$ cat src/rtl/hazard_forward_controller_pkg.sv
// rtl/hazard_forward_controller_pkg.sv - shared encodings for the hazard/forwarding controller
package hazard_forward_controller_pkg;

  localparam int REG_W = 4;

  localparam logic [1:0] FWD_REG = 2'b00;
  localparam logic [1:0] FWD_MEM = 2'b01;
  localparam logic [1:0] FWD_WB  = 2'b10;

  typedef enum logic [1:0] {
    ST_RUN      = 2'b00,
    ST_BR_FLUSH = 2'b01,
    ST_MEM_WAIT = 2'b10
  } state_e;

  // True when a valid source register matches an enabled destination.
  function automatic logic reg_hit(input logic [REG_W-1:0] src, input logic src_valid,
                                   input logic [REG_W-1:0] dst, input logic dst_en);
    return src_valid && dst_en && (src == dst);
  endfunction

endpackage

$ cat src/rtl/hazard_forward_controller_fwd_select.sv
// rtl/hazard_forward_controller_fwd_select.sv - forwarding mux select for one EXE operand
module fwd_select
  import hazard_forward_controller_pkg::*;
(
  input  logic             forward_en,
  input  logic [REG_W-1:0] src,
  input  logic             src_valid,
  input  logic [REG_W-1:0] mem_dst,
  input  logic             mem_wb_en,
  input  logic [REG_W-1:0] wb_dst,
  input  logic             wb_wb_en,
  output logic [1:0]       sel
);

  logic mem_hit;
  logic wb_hit;

  assign mem_hit = reg_hit(src, src_valid, mem_dst, mem_wb_en);
  assign wb_hit  = reg_hit(src, src_valid, wb_dst, wb_wb_en);

  // MEM holds the younger result, so it wins over WB.
  always_comb begin
    sel = FWD_REG;
    if (forward_en) begin
      if (mem_hit)
        sel = FWD_MEM;
      else if (wb_hit)
        sel = FWD_WB;
    end
  end

endmodule

$ cat src/rtl/hazard_forward_controller.sv
// rtl/hazard_forward_controller.sv - stall/flush/freeze sequencing and operand forwarding around EXE
module hazard_forward_controller
  import hazard_forward_controller_pkg::*;
#(
  parameter int FLUSH_CYCLES = 1,
  parameter int MEM_TIMEOUT  = 255,
  parameter int CNT_W        = 16
) (
  input  logic             clk,
  input  logic             rst,
  input  logic             forward_en,
  input  logic [REG_W-1:0] id_src1,
  input  logic [REG_W-1:0] id_src2,
  input  logic             id_uses_rn,
  input  logic             id_two_src,
  input  logic [REG_W-1:0] exe_dst,
  input  logic             exe_wb_en,
  input  logic             exe_mem_read,
  input  logic             exe_b,
  input  logic [REG_W-1:0] mem_dst,
  input  logic             mem_wb_en,
  input  logic             mem_access,
  input  logic             mem_ready,
  input  logic [REG_W-1:0] wb_dst,
  input  logic             wb_wb_en,
  output logic             stall_if,
  output logic             stall_id,
  output logic             flush_if,
  output logic             bubble_id,
  output logic             freeze_all,
  output logic [1:0]       sel_src1,
  output logic [1:0]       sel_src2,
  output logic             mem_timeout,
  output logic [CNT_W-1:0] stall_cycles
);

  localparam int FC_W = (FLUSH_CYCLES > 1) ? $clog2(FLUSH_CYCLES) : 1;
  localparam int WC_W = $clog2(MEM_TIMEOUT + 1);

  state_e           state;
  state_e           ret_state;
  state_e           eff_state;
  logic [FC_W-1:0]  fcnt;
  logic [WC_W-1:0]  wait_cnt;
  logic [REG_W-1:0] exe_src1;
  logic [REG_W-1:0] exe_src2;
  logic             exe_src1_valid;
  logic             exe_src2_valid;
  logic             flush;
  logic             hazard;
  logic             raw_src1;
  logic             raw_src2;

  function automatic logic raw_hit(input logic [REG_W-1:0] src, input logic valid);
    if (forward_en)
      return exe_mem_read && reg_hit(src, valid, exe_dst, exe_wb_en);
    return reg_hit(src, valid, exe_dst, exe_wb_en) || reg_hit(src, valid, mem_dst, mem_wb_en);
  endfunction

  assign raw_src1 = raw_hit(id_src1, id_uses_rn);
  assign raw_src2 = raw_hit(id_src2, id_two_src);

  // The cycle freeze drops while still in MEM_WAIT is a live pipeline cycle,
  // so it behaves as the state that was interrupted.
  always_comb begin
    freeze_all = mem_access & ~mem_ready;
    eff_state  = (state == ST_MEM_WAIT) ? ret_state : state;
    flush      = ~freeze_all & (((eff_state == ST_RUN) & exe_b) | (eff_state == ST_BR_FLUSH));
    hazard     = ~freeze_all & (eff_state == ST_RUN) & ~exe_b & (raw_src1 | raw_src2);
    stall_if   = freeze_all | hazard;
    stall_id   = freeze_all | hazard;
    flush_if   = flush;
    bubble_id  = flush | hazard;
  end

  always_ff @(posedge clk or negedge rst) begin
    if (!rst) begin
      state     <= ST_RUN;
      ret_state <= ST_RUN;
      fcnt      <= '0;
    end else if (freeze_all) begin
      if (state != ST_MEM_WAIT)
        ret_state <= state;
      state <= ST_MEM_WAIT;
    end else begin
      case (eff_state)
        ST_RUN: begin
          if (exe_b && (FLUSH_CYCLES > 1)) begin
            state <= ST_BR_FLUSH;
            fcnt  <= FC_W'(FLUSH_CYCLES - 1);
          end else begin
            state <= ST_RUN;
          end
        end
        ST_BR_FLUSH: begin
          fcnt  <= fcnt - FC_W'(1);
          state <= (fcnt == FC_W'(1)) ? ST_RUN : ST_BR_FLUSH;
        end
        default: state <= ST_RUN;
      endcase
    end
  end

  always_ff @(posedge clk or negedge rst) begin
    if (!rst) begin
      exe_src1       <= '0;
      exe_src2       <= '0;
      exe_src1_valid <= 1'b0;
      exe_src2_valid <= 1'b0;
    end else if (!freeze_all) begin
      if (bubble_id) begin
        exe_src1_valid <= 1'b0;
        exe_src2_valid <= 1'b0;
      end else begin
        exe_src1       <= id_src1;
        exe_src2       <= id_src2;
        exe_src1_valid <= id_uses_rn;
        exe_src2_valid <= id_two_src;
      end
    end
  end

  always_ff @(posedge clk or negedge rst) begin
    if (!rst) begin
      wait_cnt    <= '0;
      mem_timeout <= 1'b0;
    end else if (freeze_all) begin
      if (wait_cnt != WC_W'(MEM_TIMEOUT))
        wait_cnt <= wait_cnt + WC_W'(1);
      if (wait_cnt == WC_W'(MEM_TIMEOUT - 1))
        mem_timeout <= 1'b1;
    end else begin
      wait_cnt <= '0;
    end
  end

  always_ff @(posedge clk or negedge rst) begin
    if (!rst)
      stall_cycles <= '0;
    else if ((stall_id | freeze_all) && !(&stall_cycles))
      stall_cycles <= stall_cycles + CNT_W'(1);
  end

  fwd_select u_fwd_src1 (
    .forward_en (forward_en),
    .src        (exe_src1),
    .src_valid  (exe_src1_valid),
    .mem_dst    (mem_dst),
    .mem_wb_en  (mem_wb_en),
    .wb_dst     (wb_dst),
    .wb_wb_en   (wb_wb_en),
    .sel        (sel_src1)
  );

  fwd_select u_fwd_src2 (
    .forward_en (forward_en),
    .src        (exe_src2),
    .src_valid  (exe_src2_valid),
    .mem_dst    (mem_dst),
    .mem_wb_en  (mem_wb_en),
    .wb_dst     (wb_dst),
    .wb_wb_en   (wb_wb_en),
    .sel        (sel_src2)
  );

endmodule

$ cat config.mk
export PLATFORM = sky130hd
export DESIGN_NAME = hazard_forward_controller
export DESIGN_NICKNAME = d
export VERILOG_FILES = /design/src/rtl/hazard_forward_controller_pkg.sv /design/src/rtl/hazard_forward_controller_fwd_select.sv /design/src/rtl/hazard_forward_controller.sv
export SDC_FILE = /design/constraint.sdc
export NUM_CORES = 1
export LEC_CHECK = 0
export CAP_MARGIN = 20
export CELL_PAD_IN_SITES_DETAIL_PLACEMENT = 1
export CELL_PAD_IN_SITES_GLOBAL_PLACEMENT = 1
export CORE_MARGIN = 2
export CORE_UTILIZATION = 48
export CTS_CLUSTER_DIAMETER = 50
export DETAILED_ROUTE_END_ITERATION = 6
export DONT_BUFFER_PORTS = 1
export HOLD_SLACK_MARGIN = 0.15
export PLACE_DENSITY_LB_ADDON = 0.2
export SLEW_MARGIN = 20
export SYNTH_ARGS = -nofsm -noshare
export SYNTH_HDL_FRONTEND = slang
export SYNTH_SLANG_ARGS = --single-unit
export TNS_END_PERCENT = 30
$ cat constraint.sdc
create_clock -name clk -period 2.9 [get_ports clk]
set_clock_uncertainty 0.1 [all_clocks]
set_input_delay 0.58 -clock clk [delete_from_list [all_inputs] [get_ports clk]]
set_output_delay 0.58 -clock clk [all_outputs]
set_load 0.005 [all_outputs]
# == After elaboration in Yosys (flattened, before gate mapping) ==
# Index checks and enable logic that the tools add are counted.
# totals
register_bits,40
out_inout_bits,26
word_cells,89
# classes
addsub,3
n_eq_ne,14
mux,19
bitwise,15
reduce_logical,28
# op_table
cell,n
$eq A4 B4 Y1,8
$logic_and A1 B1 Y1,19
$add A16 B1 Y16 const B,1
$mux W2,8
$mux W8,2
$reduce_and A16 Y1,1
$mux W1,9
$add A8 B1 Y8 const B,1
$eq A8 B8 Y1 const B,1
$ne A8 B8 Y1 const B,1
$reduce_and A2 Y1,4
$and A1 B1 Y1,6
$or A1 B1 Y1,5
$not A1 Y1,4
$eq A2 B1 Y1 const B,1
$eq A2 B2 Y1 const B,1
$logic_not A2 Y1,1
$logic_or A1 B1 Y1,2
$ne A2 B1 Y1 const B,1
$ne A2 B2 Y1 const B,1
$logic_not A1 Y1,1
$sub A1 B1 Y1 const B,1

# == Longest topological paths before layout ==
# depth
ltp_word,10
ltp_mapped,10
depth_no_buf,9

# == Modules after synthesis ==
# Synthesis repeated with hierarchy kept, for this count alone.
# hier_totals
hier_cells,220
hier_area_um2,2294.7
# by_module_without_submodules
mod,n_inst,cells_per_inst,area_each_um2
hazard_forward_controller,1,192,2074.5
fwd_select,2,14,110.1

# == Worst setup path before layout ==
# No wires, ideal clock.
# synth_path
path_kind,input port to output port
from,input id_src2[1]
to,output stall_if
arrival_time_ns,1.704
path_slack_ns,0.516
path_stages,8
path_buffers,1
cell_sequence,nor2b_1 > nor3_2 > o221ai_1 > o22a_1 > a31oi_4 > o21bai_1 > nand2_1 > buf_4
# synth_between
elab_chain_len,8
# synth_rtl
element,line,source
start: declaration,hazard_forward_controller.sv:13,"input logic [REG_W-1:0] id_src2,"
$eq A4 B4 Y1,hazard_forward_controller_pkg.sv:19,return src_valid && dst_en && (src == dst);
$logic_and A1 B1 Y1,hazard_forward_controller_pkg.sv:19,
$logic_and A1 B1 Y1,hazard_forward_controller.sv:56,"return exe_mem_read && reg_hit(src, valid, exe_dst, exe_wb_en);"
$mux W1,hazard_forward_controller.sv:55,if (forward_en)
$mux W1 *,hazard_forward_controller.sv:57,"return reg_hit(src, valid, exe_dst, exe_wb_en) || reg_hit(src, valid, mem_dst, mem_wb_en);"
$or A1 B1 Y1 *,hazard_forward_controller.sv:69,hazard = ~freeze_all & (eff_state == ST_RUN) & ~exe_b & (raw_src1 | raw_src2);
$and A1 B1 Y1 *,hazard_forward_controller.sv:69,
$or A1 B1 Y1 *,-,
end: declaration,hazard_forward_controller.sv:26,"output logic stall_if,"
# Mark *: on every way between the ends. The rest lies on a longest branch, timed or not. The select of a mux whose other input is x is not followed.

# == Worst setup path in the final report ==
# layout_path
from,register stall_cycles[0]
to,register stall_cycles[1]
# layout_between
elab_chain_len,3
# layout_rtl
element,line,source
start: declaration,hazard_forward_controller.sv:34,output logic [CNT_W-1:0] stall_cycles
start signal: assignment,hazard_forward_controller.sv:141,stall_cycles <= stall_cycles + CNT_W'(1);
"parallel branches: the longest is 3 deep, another holds $add A16 B1 Y16",-,
# Several ways; the timed one is not identified.
# A chain may end at the register's enable or synchronous reset.

==> results.tsv <==
stage	metric	value	unit
die	core	4750	um2
synth	synth_cell_types	45	
setup_path	cpPeakStageDelay	0.45	ns
timing	slew_headroom	64.9	%
grt	grt_use_total	19.7	%
routing	drt_iter0_drc	53	
final_layout	multiInputGateArea	1310	um2
synth	synth_edf_count	0	
place	port_buffers	0	
final_layout	area_growth	8.09	%
clock_network	ctsHoldBuffers	2	
place	place_congestion	0.778	
setup_path	path_cells	ha_1 -> and4_1 -> and3_4 -> and3_4 -> nor2_2 -> o2bb2ai_2 -> a21oi_4 -> mux2_2	
timing	finalCriticalPeriod	2.54	ns
setup_path	path_max_fanout	16	
timing	fin_crit_sh	87.6	%
synth	synth_top_area_share	42.0	%
clock_network	clk_pin_slew_worst_paths	0.07	ns
grt	grt_pass1_wl	8230	um
grt	grt_overflow_total	0	
grt	grt_antenna_before_repair	0	
routing	num_vias	1695	
synth	yosysSeqAreaShare	42.0	%
synth	synth_nets	268	
routing	antenna_left	0	
clock_network	clk_latency	0.29	ns
setup_path	cp.required	2.98	ns
routing	wl_per_cell	16.7	um
die	num_rows	25	
routing	viasPerCell	5.50	
timing	drv_slew	0	
synth	synth_most_common_cell	dfrtp_1	
final_layout	fill_cells	531	
power	powerDensity	528	nW/um2
synth	syn_inst	233	
clock_network	clock_sinks	40	
final_layout	fin_nets	275	
flow_run	max_cap_violations	0	
timing	fmax	394	MHz
power	leakage	1.13	nW
die	die_area	5540	um2
clock_network	cts_tree	done	
die	die_x	74.4	um
timing	finalSetupViolations	0	
setup_path	critical-path-top-cell-by-count	and3_4	
final_layout	diodes	0	
setup_path	worstSetupPathType	reg2reg	
setup_path	critPathLaunchType	flop	
clock_network	cts_buffers	5	
clock_network	clock_path_buffers	2	
die	dieHeight	74.4	um
run_status	outcome	complete, no violations	
clock_network	cts_resized	0	
synth	synth_ff_type	dfrtp_1	
timing	hold_viol	0	
clock_network	htreeDepth	2	
routing	wirelength	5140	um
synth	synth_area_per_cell	10.2	um2
clock_network	cts_setup_buffers	0	
setup_path	rrSetupSlack	0.36	ns
setup_path	arrival	2.62	ns
synth	synth_top_cell_by_area	dfrtp_1	
synth	yosys-top-cells-area	dfrtp_1 (42%), xor2_1 (11%), xnor2_1 (5.9%)	
final_layout	drive_gt1_share	14.1	%
synth	syn_area	2380	um2
place	placed_area	2450	um2
grt	grt_max_degree	41	
die	ios	58	
setup_path	critPathSlowestCell	dfrtp_1	
setup_path	cp-end-kind	flop	
synth	ys_async_sr_fraction	100	%
routing	drc	0	
grt	grt_pass1_vias	1689	
synth	synth_common_cells	dfrtp_1 (40), xor2_1 (30), nor2_1 (20)	
die	initial_core_util	50.1	%
timing	fin_tns_setup	0	ns
min_path	hold_class	in2reg	
timing	worst_pin_slew	0.525	ns
synth	ys_warn_count	0	
place	hpwl	3900	um
power	ir_drop	0.000267	V
clock_network	cts_root_buf	clkbuf_8	
routing	drt_first_pass_iters	4	
final_layout	seq_area	1000	um2
final_layout	fin_area	2570	um2
synth	synth-seq-cells	40	
timing	rsz0062_at_grt	no	
cell usage in the layout, fill, tap and decap left out, drive strengths merged, types with 3 or more instances in the layout:
master  synthesis  final
dfrtp          40     40
xor2           30     30
nor2           24     24
xnor2          16     16
nand2          16     16
nand3          12     12
nand4          11     11
o21ai          10     10
nor3            8      8
mux2            8      8
inv             7      7
clkbuf          2      7
and3            6      6
nor2b           5      5
buf             3      4
and4            3      3
ha              3      3
nor4            3      3
a31oi           3      3
cell families after synthesis:
kind of cell / synth area share [%]
AND/OR/NAND/NOR: 22.7
XOR/XNOR: 16.9
flip-flops: 42.0
AO/OA/AOI/OAI: 9.35
buffers and inverters: 2.84
multiplexers: 4.57
adder cells (fa/ha/maj): 1.58
area by class of cell:
class | count | area share [%]
clock inverter | 1 | 0.292
timing repair buffer | 5 | 2.04
multi-input combinational | 180 | 51.0
inverter | 8 | 1.17
tap | 67 | 3.26
sequential | 40 | 38.9
clock buffer | 7 | 3.35
critical path: cells and delay by family (launching register included):
family / cells / cell delay, ns
fa+ha+maj: 1 / 0.22
compound gates: 2 / 0.56
flops: 1 / 0.45
mux: 1 / 0.39
simple gates: 4 / 0.70
flip-flops by register name (all words and copies together) (netlist names), 2 cells and up:
register      count
wait_cnt          8
ret_state         2
state             2
exe_src1          4
exe_src2          4
stall_cycles     16
routing by layer:
layer  up-vias  share of wire, %  track usage (%)
met2        34                47             30.9
met4         0               1.4             7.34
met5         -                 0                0
met1       828                46             26.7
li1        826                 -                -
met3         7               5.3             4.47
where the power goes:
part	leakage, nW	total (mW)	internal [mW]	switching, mW
clock	0.0445	0.390	0.193	0.197
combinational	0.575	0.225	0.123	0.102
sequential	0.515	0.743	0.628	0.115
total	1.13	1.36	0.945	0.413
path summary, 6_finish.rpt:
kind / cells past startpoint / from / to
max: 8 / stall_cycles[0]$_DFFE_PN0P_ / stall_cycles[1]$_DFFE_PN0P_
min: 1 / id_src1[2] / exe_src1[2]$_DFFE_PN0P_
max reg2reg: 8 / stall_cycles[0]$_DFFE_PN0P_ / stall_cycles[1]$_DFFE_PN0P_
min reg2reg: 1 / fcnt$_DFFE_PN0P_ / state[0]$_DFF_PN0_
max in group asynchronous: 2 / rst / exe_src2_valid$_DFFE_PN0N_
min in group asynchronous: 2 / rst / stall_cycles[11]$_DFFE_PN0P_
stage by stage:
| stage | setup slack [ns] | std cells | util (%) | hold WS [ns] | power (mW) |
|---|---|---|---|---|---|
| after floorplan | 0.516 | 233 | - | 0.184 | 0.908 |
| after global placement | 0.401 | 298 | 51.5 | 0.185 | 0.955 |
| after detailed placement | 0.344 | 298 | 51.5 | 0.185 | 0.968 |
| after CTS | 0.345 | 308 | 54.1 | 0.312 | 1.38 |
| after global routing | 0.243 | 308 | 54.1 | 0.322 | 1.43 |
| final | 0.360 | 308 | 54.1 | 0.329 | 1.36 |
Note: power is estimated with default switching activity, not from simulation.
